[config.mk]
export PLATFORM = sky130hd
export DESIGN_NAME = nibble_serial_adder_flat
export DESIGN_NICKNAME = d
export VERILOG_FILES = /design/src/rtl/nibble_serial_adder_pkg.sv /design/src/rtl/nibble_serial_adder_if.sv /design/src/rtl/nibble_serial_adder_nibble.sv /design/src/rtl/nibble_serial_adder.sv /design/src/flat_wrapper.sv
export SDC_FILE = /design/constraint.sdc
export NUM_CORES = 1
export LEC_CHECK = 0
export BUFFER_PORTS_ARGS = -buffer_cell sky130_fd_sc_hd__buf_2
export CAP_MARGIN = 20
export CORE_AREA = 2 2 80 82
export DETAILED_ROUTE_END_ITERATION = 10
export DIE_AREA = 0 0 82 84
export PLACE_DENSITY_LB_ADDON = 0.05
export SYNTH_ARGS = -nofsm -noshare
export SYNTH_HDL_FRONTEND = slang
export SYNTH_SLANG_ARGS = --single-unit
[constraint.sdc]
create_clock -name clk -period 2.3 [get_ports clk]
set_clock_uncertainty 0.1 [all_clocks]
set_input_delay 0.46 -clock clk [delete_from_list [all_inputs] [get_ports clk]]
set_output_delay 0.46 -clock clk [all_outputs]
set_load 0.01 [all_outputs]
[src/rtl/nibble_serial_adder_pkg.sv]
// Shared definitions for the nibble-serial adder.
//   NIBBLE_W    : bits added per clock
//   state_t     : controller state encoding (11 is unreachable, treated as IDLE)
//   calc_steps  : number of nibble steps for a given operand width
//   calc_step_w : step counter width, never less than one bit
package nibble_serial_adder_pkg;

   localparam int NIBBLE_W = 4;

   typedef enum logic [1:0] {
      ST_IDLE = 2'b00,
      ST_RUN  = 2'b01,
      ST_DONE = 2'b10
   } state_t;

   function automatic int calc_steps(input int width);
      return width / NIBBLE_W;
   endfunction

   function automatic int calc_step_w(input int n);
      return (n > 1) ? $clog2(n) : 1;
   endfunction

endpackage

[src/rtl/nibble_serial_adder_if.sv]
// Operand/result handshake bundle for the nibble-serial adder.
//   master : operand source and result consumer side
//   slave  : adder side
//   in_valid/in_ready   operand handshake, a/b/cin operands
//   out_valid/out_ready result handshake, sum/cout result
interface nibble_serial_adder_if #(
   parameter int WIDTH = 16
);
   logic             in_valid;
   logic             in_ready;
   logic [WIDTH-1:0] a;
   logic [WIDTH-1:0] b;
   logic             cin;
   logic             out_valid;
   logic             out_ready;
   logic [WIDTH-1:0] sum;
   logic             cout;

   modport master (
      output in_valid, a, b, cin, out_ready,
      input  in_ready, out_valid, sum, cout
   );

   modport slave (
      input  in_valid, a, b, cin, out_ready,
      output in_ready, out_valid, sum, cout
   );
endinterface

[src/rtl/nibble_serial_adder_nibble.sv]
// Nibble-wide ripple adder with live carry-in, plus its full-adder cell.
//   full_adder       : a, b, ci -> s, co
//   nibble_adder_cin : a[3:0], b[3:0], ci -> s[3:0], co (four cells, LSB to MSB)
module full_adder (
   input  logic a,
   input  logic b,
   input  logic ci,
   output logic s,
   output logic co
);
   assign s  = a ^ b ^ ci;
   assign co = (a & b) | (ci & (a ^ b));
endmodule

module nibble_adder_cin
   import nibble_serial_adder_pkg::*;
(
   input  logic [NIBBLE_W-1:0] a,
   input  logic [NIBBLE_W-1:0] b,
   input  logic                ci,
   output logic [NIBBLE_W-1:0] s,
   output logic                co
);
   logic [NIBBLE_W:0] c;

   assign c[0] = ci;

   for (genvar i = 0; i < NIBBLE_W; i++) begin : g_fa
      full_adder u_fa (
         .a  (a[i]),
         .b  (b[i]),
         .ci (c[i]),
         .s  (s[i]),
         .co (c[i+1])
      );
   end

   assign co = c[NIBBLE_W];
endmodule

[src/rtl/nibble_serial_adder.sv]
// Sequential WIDTH-bit adder, one nibble per clock through a single
// registered-carry ripple stage.
//   clk  : rising-edge clock
//   rst  : synchronous active-high reset
//   bus  : slave side of nibble_serial_adder_if (operand and result handshakes)
//
// state | meaning
// ------+-----------------------------------------------------------
// IDLE  | ready for operands; capture a/b/cin on in_valid
// RUN   | add one nibble per edge, shift result in from the MSB end
// DONE  | result held on sum/cout until out_ready
module nibble_serial_adder
   import nibble_serial_adder_pkg::*;
#(
   parameter int WIDTH = 16
) (
   input  logic                 clk,
   input  logic                 rst,
   nibble_serial_adder_if.slave bus
);
   localparam int N      = calc_steps(WIDTH);
   localparam int STEP_W = calc_step_w(N);
   localparam logic [STEP_W-1:0] LAST_STEP = STEP_W'(N - 1);

   state_t                    state;
   state_t                    state_nxt;
   logic                      is_idle;
   logic                      running;
   logic                      accept;

   logic [WIDTH-1:0]          op_a;
   logic [WIDTH-1:0]          op_b;
   logic                      carry;
   logic [STEP_W-1:0]         step;
   logic [WIDTH-1:0]          sum_r;
   logic                      cout_r;

   logic [NIBBLE_W-1:0]       nib_s;
   logic                      nib_co;
   logic [WIDTH+NIBBLE_W-1:0] sum_cat;

   nibble_adder_cin u_nib (
      .a  (op_a[NIBBLE_W-1:0]),
      .b  (op_b[NIBBLE_W-1:0]),
      .ci (carry),
      .s  (nib_s),
      .co (nib_co)
   );

   // New nibble enters at the top; after N steps the LSB nibble sits at [3:0].
   assign sum_cat = {nib_s, sum_r};

   always_ff @(posedge clk) begin
      if (rst) begin
         state <= ST_IDLE;
      end else begin
         state <= state_nxt;
      end
   end

   always_comb begin
      state_nxt = ST_IDLE;
      case (state)
         ST_RUN:  state_nxt = (step == LAST_STEP) ? ST_DONE : ST_RUN;
         ST_DONE: state_nxt = bus.out_ready ? ST_IDLE : ST_DONE;
         default: state_nxt = bus.in_valid ? ST_RUN : ST_IDLE;
      endcase
   end

   // The unused 11 encoding behaves as IDLE.
   always_comb begin
      is_idle       = (state != ST_RUN) && (state != ST_DONE);
      running       = (state == ST_RUN);
      accept        = is_idle && bus.in_valid;
      bus.in_ready  = is_idle && !rst;
      bus.out_valid = (state == ST_DONE);
   end

   always_ff @(posedge clk) begin
      if (rst) begin
         op_a   <= '0;
         op_b   <= '0;
         carry  <= 1'b0;
         step   <= '0;
         sum_r  <= '0;
         cout_r <= 1'b0;
      end else if (accept) begin
         op_a  <= bus.a;
         op_b  <= bus.b;
         carry <= bus.cin;
         step  <= '0;
      end else if (running) begin
         op_a  <= op_a >> NIBBLE_W;
         op_b  <= op_b >> NIBBLE_W;
         sum_r <= sum_cat[WIDTH+NIBBLE_W-1:NIBBLE_W];
         carry <= nib_co;
         step  <= step + STEP_W'(1);
         if (step == LAST_STEP) begin
            cout_r <= nib_co;
         end
      end
   end

   assign bus.sum  = sum_r;
   assign bus.cout = cout_r;
endmodule

[src/flat_wrapper.sv]
// flat-port wrapper written by rule: the top's interface ports become plain ports
module nibble_serial_adder_flat import nibble_serial_adder_pkg::*;
#(
   parameter int WIDTH = 16
)
  (clk, rst, bus_in_valid, bus_a, bus_b, bus_cin, bus_out_ready, bus_in_ready, bus_out_valid, bus_sum, bus_cout);
  nibble_serial_adder_if #(.WIDTH(WIDTH)) bus_i ();
  input  logic clk;
  input  logic rst;
  input wire logic [$bits(bus_i.in_valid)-1:0] bus_in_valid;
  input wire logic [$bits(bus_i.a)-1:0] bus_a;
  input wire logic [$bits(bus_i.b)-1:0] bus_b;
  input wire logic [$bits(bus_i.cin)-1:0] bus_cin;
  input wire logic [$bits(bus_i.out_ready)-1:0] bus_out_ready;
  output wire logic [$bits(bus_i.in_ready)-1:0] bus_in_ready;
  output wire logic [$bits(bus_i.out_valid)-1:0] bus_out_valid;
  output wire logic [$bits(bus_i.sum)-1:0] bus_sum;
  output wire logic [$bits(bus_i.cout)-1:0] bus_cout;
  assign bus_i.in_valid = bus_in_valid;
  assign bus_i.a = bus_a;
  assign bus_i.b = bus_b;
  assign bus_i.cin = bus_cin;
  assign bus_i.out_ready = bus_out_ready;
  assign bus_in_ready = bus_i.in_ready;
  assign bus_out_valid = bus_i.out_valid;
  assign bus_sum = bus_i.sum;
  assign bus_cout = bus_i.cout;
  nibble_serial_adder #(.WIDTH(WIDTH)) u_core (.clk(clk), .rst(rst), .bus(bus_i));
endmodule
==> qor.txt, run 1 <==
Initial Util = 38.1%
CP max FO = 2
Via Count = 1739
Placed Area = 0.00262 sq mm
Leakage power = 1.14 nW
I/O pin cnt = 56
CP Capture Type = flip-flop
Multi-input logic area = 0.00111 sq mm
Period utilization = 95.9%
Gate Count Post-Synth = 237
Min cycle time layout = 2.21 ns
Skew-Pair Late Insertion Delay = 0.31 ns
# rows = 29
Async S/R FF share, synth = 0%
Area growth syn-to-layout = 19.8%
Layout cells sized above 1 = 26.7%
Max_cap viols = 0
Port Buffer Count = 55
Core box area = 0.00610 sq mm
Initial antenna violation count = 0
Max_slew headroom = 60.8%
Die W = 82 um
Slowest stage cell, crit path = or3_1
Number of synthesized flops with an enable pin = 0
Top cell type's share of synthesized area = 46.6%
Sink Count = 54
H-tree depth = 2
Non-Filler Instances = 362
Drt pass-1 iters = 4
Post-route DRC violation count = 0
Hold buffer count at CTS = 0
Sequential share of the synthesized area = 46.6%
Design area = 0.00278 sq mm
Hold Path Class = in2reg
Worst EP arrival = 2.35 ns
Max incr delay on CP = 0.39 ns
Grt ovf = 0
Die area = 0.00689 sq mm
Vias in the first global route = 1694
Post-CTS Setup Inserts = 0
Clock slew at reported path FFs = 0.09 ns
Count leader, synth = dfxtp_1
Routability cong. = 0.660
Commonest cells post-synth = dfxtp_1 (54), nor2_1 (42), mux2i_1 (39)
Number of library cell types mapped by synthesis = 24
Fmax = 0.453 GHz
Mean Syn Cell Area = 9.79 sq um
Slew @ Worst Pin = 0.589 ns
Detailed Route Iter0 Violations = 95
Vias/cell = 4.80
Final WL = 4580 um
Setup TNS = 0 ns
Placed cell count = 354
Total GRT Usage = 14.2%
Global-route wire length before repair = 7530 um
Synthesized area = 0.00232 sq mm
Fin nets = 328
Peak VDD IR = 0.351 mV
Routed Antenna Nets = 0
Filler instances = 646
Req. time, crit path = 2.44 ns
N_diodes = 0
Total power = 2.06 mW
Setup CP Type = reg2reg
Detailed Place HPWL = 2920 um
Post-synth top area cell = dfxtp_1
TritonCTS buffer count = 5
Critical Path, Cell by Cell = fa_2, inv_1, fa_2, inv_1, fa_1, inv_1, fa_2, or3_1, a21oi_2
Post-synth top flop = dfxtp_1
#FFs+latches synth = 54
CTS root buf = clkbuf_8
Ys Warns = 0
FF+latch area = 0.00108 sq mm
Routed WL per cell = 12.6 um
Area contributors post-synth = dfxtp_1 (47%), mux2i_1 (17%), a211oi_1 (8.7%), nor2_1 (6.8%), fa_1 (3.5%)
Critical Path Source Type = flip-flop
CTS tree = done
CP delay by family, top = adder cells
Largest net degree at the start of global routing = 58
Final hold vios = 0
Die H = 84 um
Final setup violation count = 0
Slew Limit Fails = 0
Gates resized, CTS repair = 0
PwrDens = 739 mW/mm^2
Status = completed
Buf/Inv on CP = 3
Clock buffer depth = 2
Unrepaired setup endpoints after global routing = false
Mapped Nets = 281
[stage by stage]
| step | utilization (%) | hold WS (ns) | setup WS, ns |
|---|---|---|---|
| floorplan | - | 0.360 | 0.144 |
| global placement | 43.0 | 0.369 | 0.0709 |
| detailed placement | 43.0 | 0.376 | 0.0442 |
| CTS | 45.3 | 0.267 | 0.0266 |
| global route | 45.6 | 0.274 | 0.0105 |
| finish | 45.6 | 0.278 | 0.0932 |
[placed cells by master (no fill, tap or decap), drive strengths merged]
| cell type | Yosys | final |
|---|---|---|
| a21oi | 11 | 11 |
| xnor2 | 1 | 1 |
| mux2i | 39 | 39 |
| o211ai | 1 | 1 |
| nand3b | 8 | 8 |
| o21ai | 1 | 1 |
| nor2 | 42 | 42 |
| buf | 14 | 59 |
| or3 | 1 | 1 |
| clkbuf | 5 | 6 |
| ha | 3 | 3 |
| fa | 4 | 4 |
| nor2b | 1 | 1 |
| bufinv | 0 | 2 |
| nor3 | 2 | 2 |
| and2 | 1 | 1 |
| inv | 9 | 9 |
| nand2b | 1 | 1 |
| a211oi | 27 | 27 |
| dfxtp | 54 | 54 |
| nand2 | 12 | 12 |
[kinds of logic (layout without fill, tap and decap cells)]
kind of cell / count (synthesis) / after routing / synth area share [%]
XOR/XNOR: 1 / 1 / 0.378
AND/OR/NAND/NOR: 68 / 68 / 12.8
adder cells (fa/ha/maj): 7 / 7 / 5.07
buffers and inverters: 28 / 76 / 6.63
flip-flops: 54 / 54 / 46.6
AO/OA/AOI/OAI: 40 / 40 / 11.7
multiplexers: 39 / 39 / 16.8
[final timing paths]
kind	start	end	slack (ns)	depth (start not counted)
hold reg to reg	u_core.op_a[15]$_SDFFE_PP0P_	u_core.op_a[15]$_SDFFE_PP0P_	0.39	2
setup reg to reg	u_core.carry$_SDFFE_PP0P_	u_core.bus.cout$_SDFFE_PP0P_	0.09	9
setup / recovery	u_core.carry$_SDFFE_PP0P_	u_core.bus.cout$_SDFFE_PP0P_	0.09	9
hold / removal	bus_a[12]	u_core.op_a[12]$_SDFFE_PP0P_	0.28	3
[final cells by class]
type                    count  share of cell area [%]
well taps                  77                    3.47
clock inverters             2                    2.16
flip-flops and latches     54                    39.0
inverters                   9                    1.22
repair buffers             59                    11.4
multi-input cells         155                    39.8
clock buffers               6                    2.97
[report_power, final]
part           internal [mW]  total (mW)  switching, mW
Combinational          0.121       0.259          0.138
Clock                  0.464       0.771          0.307
Sequential             0.992        1.03         0.0335
Total                   1.58        2.06          0.478
[tightest hold or removal path, stage by stage]
cell and delay [ns]:
buf_2 0.09, nand2_1 0.04, a21oi_1 0.05
[state kept, by name, summed over array words and instances (netlist names)]
register	flops
u_core.step	2
u_core.op_b	16
u_core.bus.sum	16
u_core.bus.cout	1
u_core.op_a	16
u_core.carry	1
u_core.state	2
[per-layer routing]
metal  vias to the layer above  wire (um)  track usage (%)
met3                         5        229             4.55
li1                        908          -                -
met2                        36       1980             22.0
met5                         -          0                0
met1                       790       2310             18.5
met4                         0         61             4.55
Power figures use the tool's default switching activity.
==> run 2, diff against run 1 <==
--- a/config.mk
+++ b/config.mk
@@ -7,10 +7,13 @@
 export LEC_CHECK = 0
 export BUFFER_PORTS_ARGS = -buffer_cell sky130_fd_sc_hd__buf_2
 export CAP_MARGIN = 20
+export CELL_PAD_IN_SITES_DETAIL_PLACEMENT = 0
+export CELL_PAD_IN_SITES_GLOBAL_PLACEMENT = 1
 export CORE_AREA = 2 2 80 82
 export DETAILED_ROUTE_END_ITERATION = 10
 export DIE_AREA = 0 0 82 84
 export PLACE_DENSITY_LB_ADDON = 0.05
+export RECOVER_POWER = 100
 export SYNTH_ARGS = -nofsm -noshare
 export SYNTH_HDL_FRONTEND = slang
 export SYNTH_SLANG_ARGS = --single-unit
==> run 2 against run 1 <==
Register-to-register slack is essentially flat; combinational power is essentially flat; wire length increased by 4.6%; worst hold slack improved by 0.0040 ns; clock power decreased by 29%; core utilization decreased by 1.2 points; count of clock-buffer cells in the layout did not move; global-route usage is 0.66 points higher; critical endpoint is now u_core.bus.sum[15]$_SDFFE_PP0P_.
==> qor.txt, run 2 (same netlist as run 1, synthesis figures left out) <==
Status = completed
Post-route DRC violation count = 0
Min cycle time layout = 2.22 ns
Total power = 1.83 mW
Post-CTS Setup Inserts = 0
Buf/Inv on CP = 3
Die W = 82 um
Drt pass-1 iters = 4
Commonest cells after routing, fill and taps aside = dfxtp_1 (51), nor2_1 (42), mux2i_1 (39), buf_2 (36), a211oi_1 (26)
Layout cells sized above 1 = 20.5%
Critical Path Source Type = flip-flop
Fin nets = 331
CP startpoint = u_core.op_b[0]$_SDFFE_PP0P_
I/O pin cnt = 56
Core box area = 0.00610 sq mm
H-tree depth = 2
# rows = 29
Routed WL per cell = 13.1 um
N_diodes = 0
Setup CP Type = reg2reg
Die H = 84 um
CP Capture Type = flip-flop
Initial antenna violation count = 0
Fmax = 0.451 GHz
Routed Antenna Nets = 0
CTS root buf = clkbuf_8
TritonCTS buffer count = 5
Grt ovf = 0
Port Buffer Count = 55
Skew-Pair Late Insertion Delay = 0.31 ns
Leakage power = 1.05 nW
Detailed Place HPWL = 3320 um
Hold Path Class = in2reg
Vias/cell = 4.81
Post-place setup slack = 0.0507 ns
Period utilization = 96.3%
Sink Count = 54
Largest net degree at the start of global routing = 33
Vias in the first global route = 1722
Max_slew headroom = 63.8%
Final WL = 4790 um
Unrepaired setup endpoints after global routing = true
Slowest stage cell, crit path = fa_2
Initial Util = 38.1%
Hold_ws = 0.282 ns
Final setup violation count = 0
Via Count = 1757
Final hold vios = 0
Req. time, crit path = 2.44 ns
RR Startpoint = u_core.op_b[0]$_SDFFE_PP0P_
Max incr delay on CP = 0.43 ns
Slew @ Worst Pin = 0.543 ns
CP max FO = 2
Slew Limit Fails = 0
Routability cong. = 0.708
Clock slew at reported path FFs = 0.10 ns
Peak VDD IR = 0.288 mV
PnR worst setup slack = 0.0846 ns
CP delay by family, top = adder cells
Detailed Route Iter0 Violations = 52
Die area = 0.00689 sq mm
Worst EP arrival = 2.35 ns
PwrDens = 677 mW/mm^2
Critical Path, Cell by Cell = fa_2, inv_2, fa_1, inv_1, fa_1, inv_1, fa_2, a211oi_2
CTS tree = done
Worst Min Path Start = bus_a[12]
Area growth syn-to-layout = 16.7%
Max_cap viols = 0
Global-route wire length before repair = 7960 um
Commonest non-fill, non-tap cell in the layout = dfxtp_1
Clock buffer depth = 2
Total GRT Usage = 14.8%
## run 2: final timing paths
check | to | slack (ns) | cells after the start
min | u_core.op_a[12]$_SDFFE_PP0P_ | 0.28 | 3
max reg2reg | u_core.bus.sum[15]$_SDFFE_PP0P_ | 0.08 | 8
min reg2reg | u_core.op_b[12]$_SDFFE_PP0P_ | 0.39 | 2
max | u_core.bus.sum[15]$_SDFFE_PP0P_ | 0.08 | 8
## run 2: power by group
part / switching, mW / total, mW / internal, mW
sequential: 0.0347 / 1.03 / 0.992
clock: 0.305 / 0.547 / 0.243
combinational: 0.140 / 0.258 / 0.118
## run 2: metal layers
| layer | up-vias | share of wire [%] | track usage (%) |
|---|---|---|---|
| li1 | 912 | - | - |
| met1 | 804 | 51 | 20.8 |
| met2 | 35 | 42 | 21.8 |
| met3 | 6 | 5.1 | 4.11 |
| met4 | 0 | 1.4 | 5.00 |
| met5 | - | 0 | 0 |
## run 2: area by class of cell
type                            count  area (sq um)
Multi-Input combinational cell    155          1100
Sequential cell                    54          1080
Clock buffer                        6          82.6
Tap cell                           77          96.3
Timing Repair Buffer               62           299
Inverter                            9          33.8
Clock inverter                      2          12.5
Fill cell                         648          3390
## run 2: repair_timing
item                       CTS  global route
gates resized for setup      0             7
hold buffers                 0             0
setup endpoints to repair    0             2
## run 2: per-stage QoR
stage | utilization [%] | TNS [ns] | cell area, sq um | instances
floorplan | - | 0 | 2320 | 237
CTS | 45.1 | 0 | 2750 | 365
global route | 44.4 | -0.00719 | 2710 | 365
finish | 44.4 | 0 | 2710 | 365
detailed placement | 43.5 | 0 | 2650 | 357
global placement | 43.5 | 0 | 2650 | 357
## run 2: worst min-delay path: stages
cell and delay (ns):
buf_2 0.09, nand2_1 0.04, a21oi_1 0.05
==> run 3, diff against run 2 <==
--- a/config.mk
+++ b/config.mk
@@ -5,15 +5,17 @@
 export SDC_FILE = /design/constraint.sdc
 export NUM_CORES = 1
 export LEC_CHECK = 0
+export ABC_AREA = 1
 export BUFFER_PORTS_ARGS = -buffer_cell sky130_fd_sc_hd__buf_2
 export CAP_MARGIN = 20
 export CELL_PAD_IN_SITES_DETAIL_PLACEMENT = 0
 export CELL_PAD_IN_SITES_GLOBAL_PLACEMENT = 1
-export CORE_AREA = 2 2 80 82
+export CORE_AREA = 2 2 87 89
 export DETAILED_ROUTE_END_ITERATION = 10
-export DIE_AREA = 0 0 82 84
+export DIE_AREA = 0 0 89 91
 export PLACE_DENSITY_LB_ADDON = 0.05
 export RECOVER_POWER = 100
+export REMOVE_ABC_BUFFERS = 1
 export SYNTH_ARGS = -nofsm -noshare
 export SYNTH_HDL_FRONTEND = slang
 export SYNTH_SLANG_ARGS = --single-unit
==> constraint.sdc (replaced) <==
create_clock -name clk -period 2.4 [get_ports clk]
set_clock_uncertainty 0.1 [all_clocks]
set_input_delay 0.48 -clock clk [delete_from_list [all_inputs] [get_ports clk]]
set_output_delay 0.48 -clock clk [all_outputs]
set_load 0.01 [all_outputs]
==> run 3 against run 2 <==
Sequential cell count unchanged; die area increased by 18%; wire length increased by 24%; register-to-register slack improved by 0.17 ns; design area increased by 10%; first-iteration DRC count increased by 31%; maximum frequency increased by 3.1%; critical endpoint unchanged; largest power group unchanged; highest routed layer unchanged.
==> qor.txt, run 3 <==
Critical Path Source Type = flip-flop
I/O pin cnt = 56
Largest net degree at the start of global routing = 63
Number of synthesized flops with an enable pin = 0
Core box area = 0.00714 sq mm
Setup TNS = 0 ns
Sequential share of the synthesized area = 40.0%
Leakage power = 1.40 nW
Max_cap viols = 0
Total GRT Usage = 15.9%
Sink Count = 54
Period utilization = 89.6%
Area growth syn-to-layout = 10.1%
Post-route DRC violation count = 0
Max_slew headroom = 33.2%
Skew-Pair Late Insertion Delay = 0.30 ns
TritonCTS buffer count = 5
Slew Limit Fails = 0
Port Buffer Count = 55
Global-route wire length before repair = 10200 um
Fmax = 0.465 GHz
Initial Util = 37.9%
Req. time, crit path = 2.53 ns
Gates resized, CTS repair = 0
Area contributors post-synth = dfxtp_1 (40%), nand2_1 (12%), nand3_1 (11%), a21oi_2 (6.2%), inv_1 (5.1%)
Via Count = 2325
Die H = 91 um
Gate Count Post-Synth = 368
Hold buffer count at CTS = 0
Final WL = 5950 um
Async S/R FF share, synth = 0%
Initial antenna violation count = 0
Worst EP arrival = 2.28 ns
Routed Antenna Nets = 0
Number of library cell types mapped by synthesis = 21
Die area = 0.00810 sq mm
Top cell type's share of synthesized area = 40.0%
Commonest cells after routing, fill and taps aside = nand2_1 (86), nand3_1 (58), dfxtp_1 (54), inv_1 (38), buf_2 (36)
Mean Syn Cell Area = 7.35 sq um
Non-Filler Instances = 508
H-tree depth = 2
Die W = 89 um
PwrDens = 609 mW/mm^2
Routed WL per cell = 11.7 um
N_diodes = 0
Placed Area = 0.00296 sq mm
Fin nets = 453
CTS root buf = clkbuf_8
CP max FO = 2
Ys Warns = 0
Final hold vios = 0
Vias/cell = 4.58
Vias in the first global route = 2251
Synthesized area = 0.00270 sq mm
Clock buffer depth = 2
Detailed Place HPWL = 3680 um
Design area = 0.00298 sq mm
Commonest cells post-synth = nand2_1 (83), nand3_1 (58), dfxtp_1 (54)
Status = completed
Clock slew at reported path FFs = 0.10 ns
Post-synth top area cell = dfxtp_1
Slew @ Worst Pin = 1.00 ns
Placed cell count = 501
Grt ovf = 0
Count leader, synth = nand2_1
Layout cells sized above 1 = 16.6%
Hold_ws = 0.317 ns
Post-CTS Setup Inserts = 0
Unrepaired setup endpoints after global routing = false
Post-synth top flop = dfxtp_1
Min cycle time layout = 2.15 ns
#FFs+latches synth = 54
Detailed Route Iter0 Violations = 68
CP Capture Type = flip-flop
Commonest non-fill, non-tap cell in the layout = nand2_1
Drt pass-1 iters = 4
Setup CP Type = reg2reg
CTS tree = done
# rows = 31
Final setup violation count = 0
Peak VDD IR = 0.300 mV
Hold Path Class = in2reg
Routability cong. = 0.722
## run 3: changes by cell type in the layout (fill, tap and decap cells not counted), sizes merged, moves of 27 or more
cell / before / now
mux2i: 39 / 0
nand3: 0 / 58
inv: 9 / 40
nand2: 12 / 92
a21oi: 11 / 38
a211oi: 27 / 0
## run 3: final cells by class
| class | count | area, sq um |
|---|---|---|
| Timing Repair Buffer | 61 | 307 |
| Tap cell | 99 | 124 |
| Clock inverter | 2 | 10.0 |
| Multi-Input combinational cell | 247 | 1240 |
| Clock buffer | 5 | 68.8 |
| Sequential cell | 54 | 1080 |
| Fill cell | 825 | 4160 |
| Inverter | 40 | 150 |
## run 3: final timing paths
check	start	to	slack [ns]	cells after the start
max	u_core.op_b[0]$_SDFFE_PP0P_	u_core.bus.sum[15]$_SDFFE_PP0P_	0.25	8
min	bus_a[12]	u_core.op_a[12]$_SDFFE_PP0P_	0.32	3
max reg2reg	u_core.op_b[0]$_SDFFE_PP0P_	u_core.bus.sum[15]$_SDFFE_PP0P_	0.25	8
min reg2reg	u_core.step[1]$_SDFFE_PP0P_	u_core.step[1]$_SDFFE_PP0P_	0.38	2
## run 3: metal layers
layer	vias to the layer above	share of wire [%]	track usage, %
li1	1240	-	-
met1	1036	47	20.1
met2	43	47	26.9
met3	6	4.0	3.27
met4	0	1.4	4.85
met5	-	0	0
## run 3: critical path: stages (launching register included)
cell,delay [ns]
dfxtp_1,0.34
fa_1,0.41
inv_1,0.07
fa_1,0.16
inv_1,0.05
fa_1,0.35
inv_1,0.07
fa_1,0.40
a21oi_1,0.14
## run 3: cells by family (layout without fill, tap and decap cells)
kind of cell	count (synthesis)	in the layout	share of synthesized area [%]
flip-flops	54	54	40.0
AO/OA/AOI/OAI	54	54	12.6
XOR/XNOR	1	1	0.324
AND/OR/NAND/NOR	185	185	29.8
adder cells (fa/ha/maj)	7	7	4.35
buffers and inverters	67	108	12.9
## run 3: power by group
| group | total [mW] | internal [mW] | switching [mW] |
|---|---|---|---|
| clock | 0.489 | 0.197 | 0.292 |
| combinational | 0.324 | 0.121 | 0.203 |
| sequential | 1.00 | 0.963 | 0.0374 |
## run 3: through the flow
step | worst slack (ns) | utilization, % | power, mW
finish | 0.251 | 41.7 | 1.81
floorplan | 0.0281 | - | 1.23
global route | 0.0961 | 41.7 | 1.94
detailed placement | 0.267 | 41.5 | 1.37
CTS | 0.240 | 42.6 | 1.86
global placement | 0.278 | 41.5 | 1.36
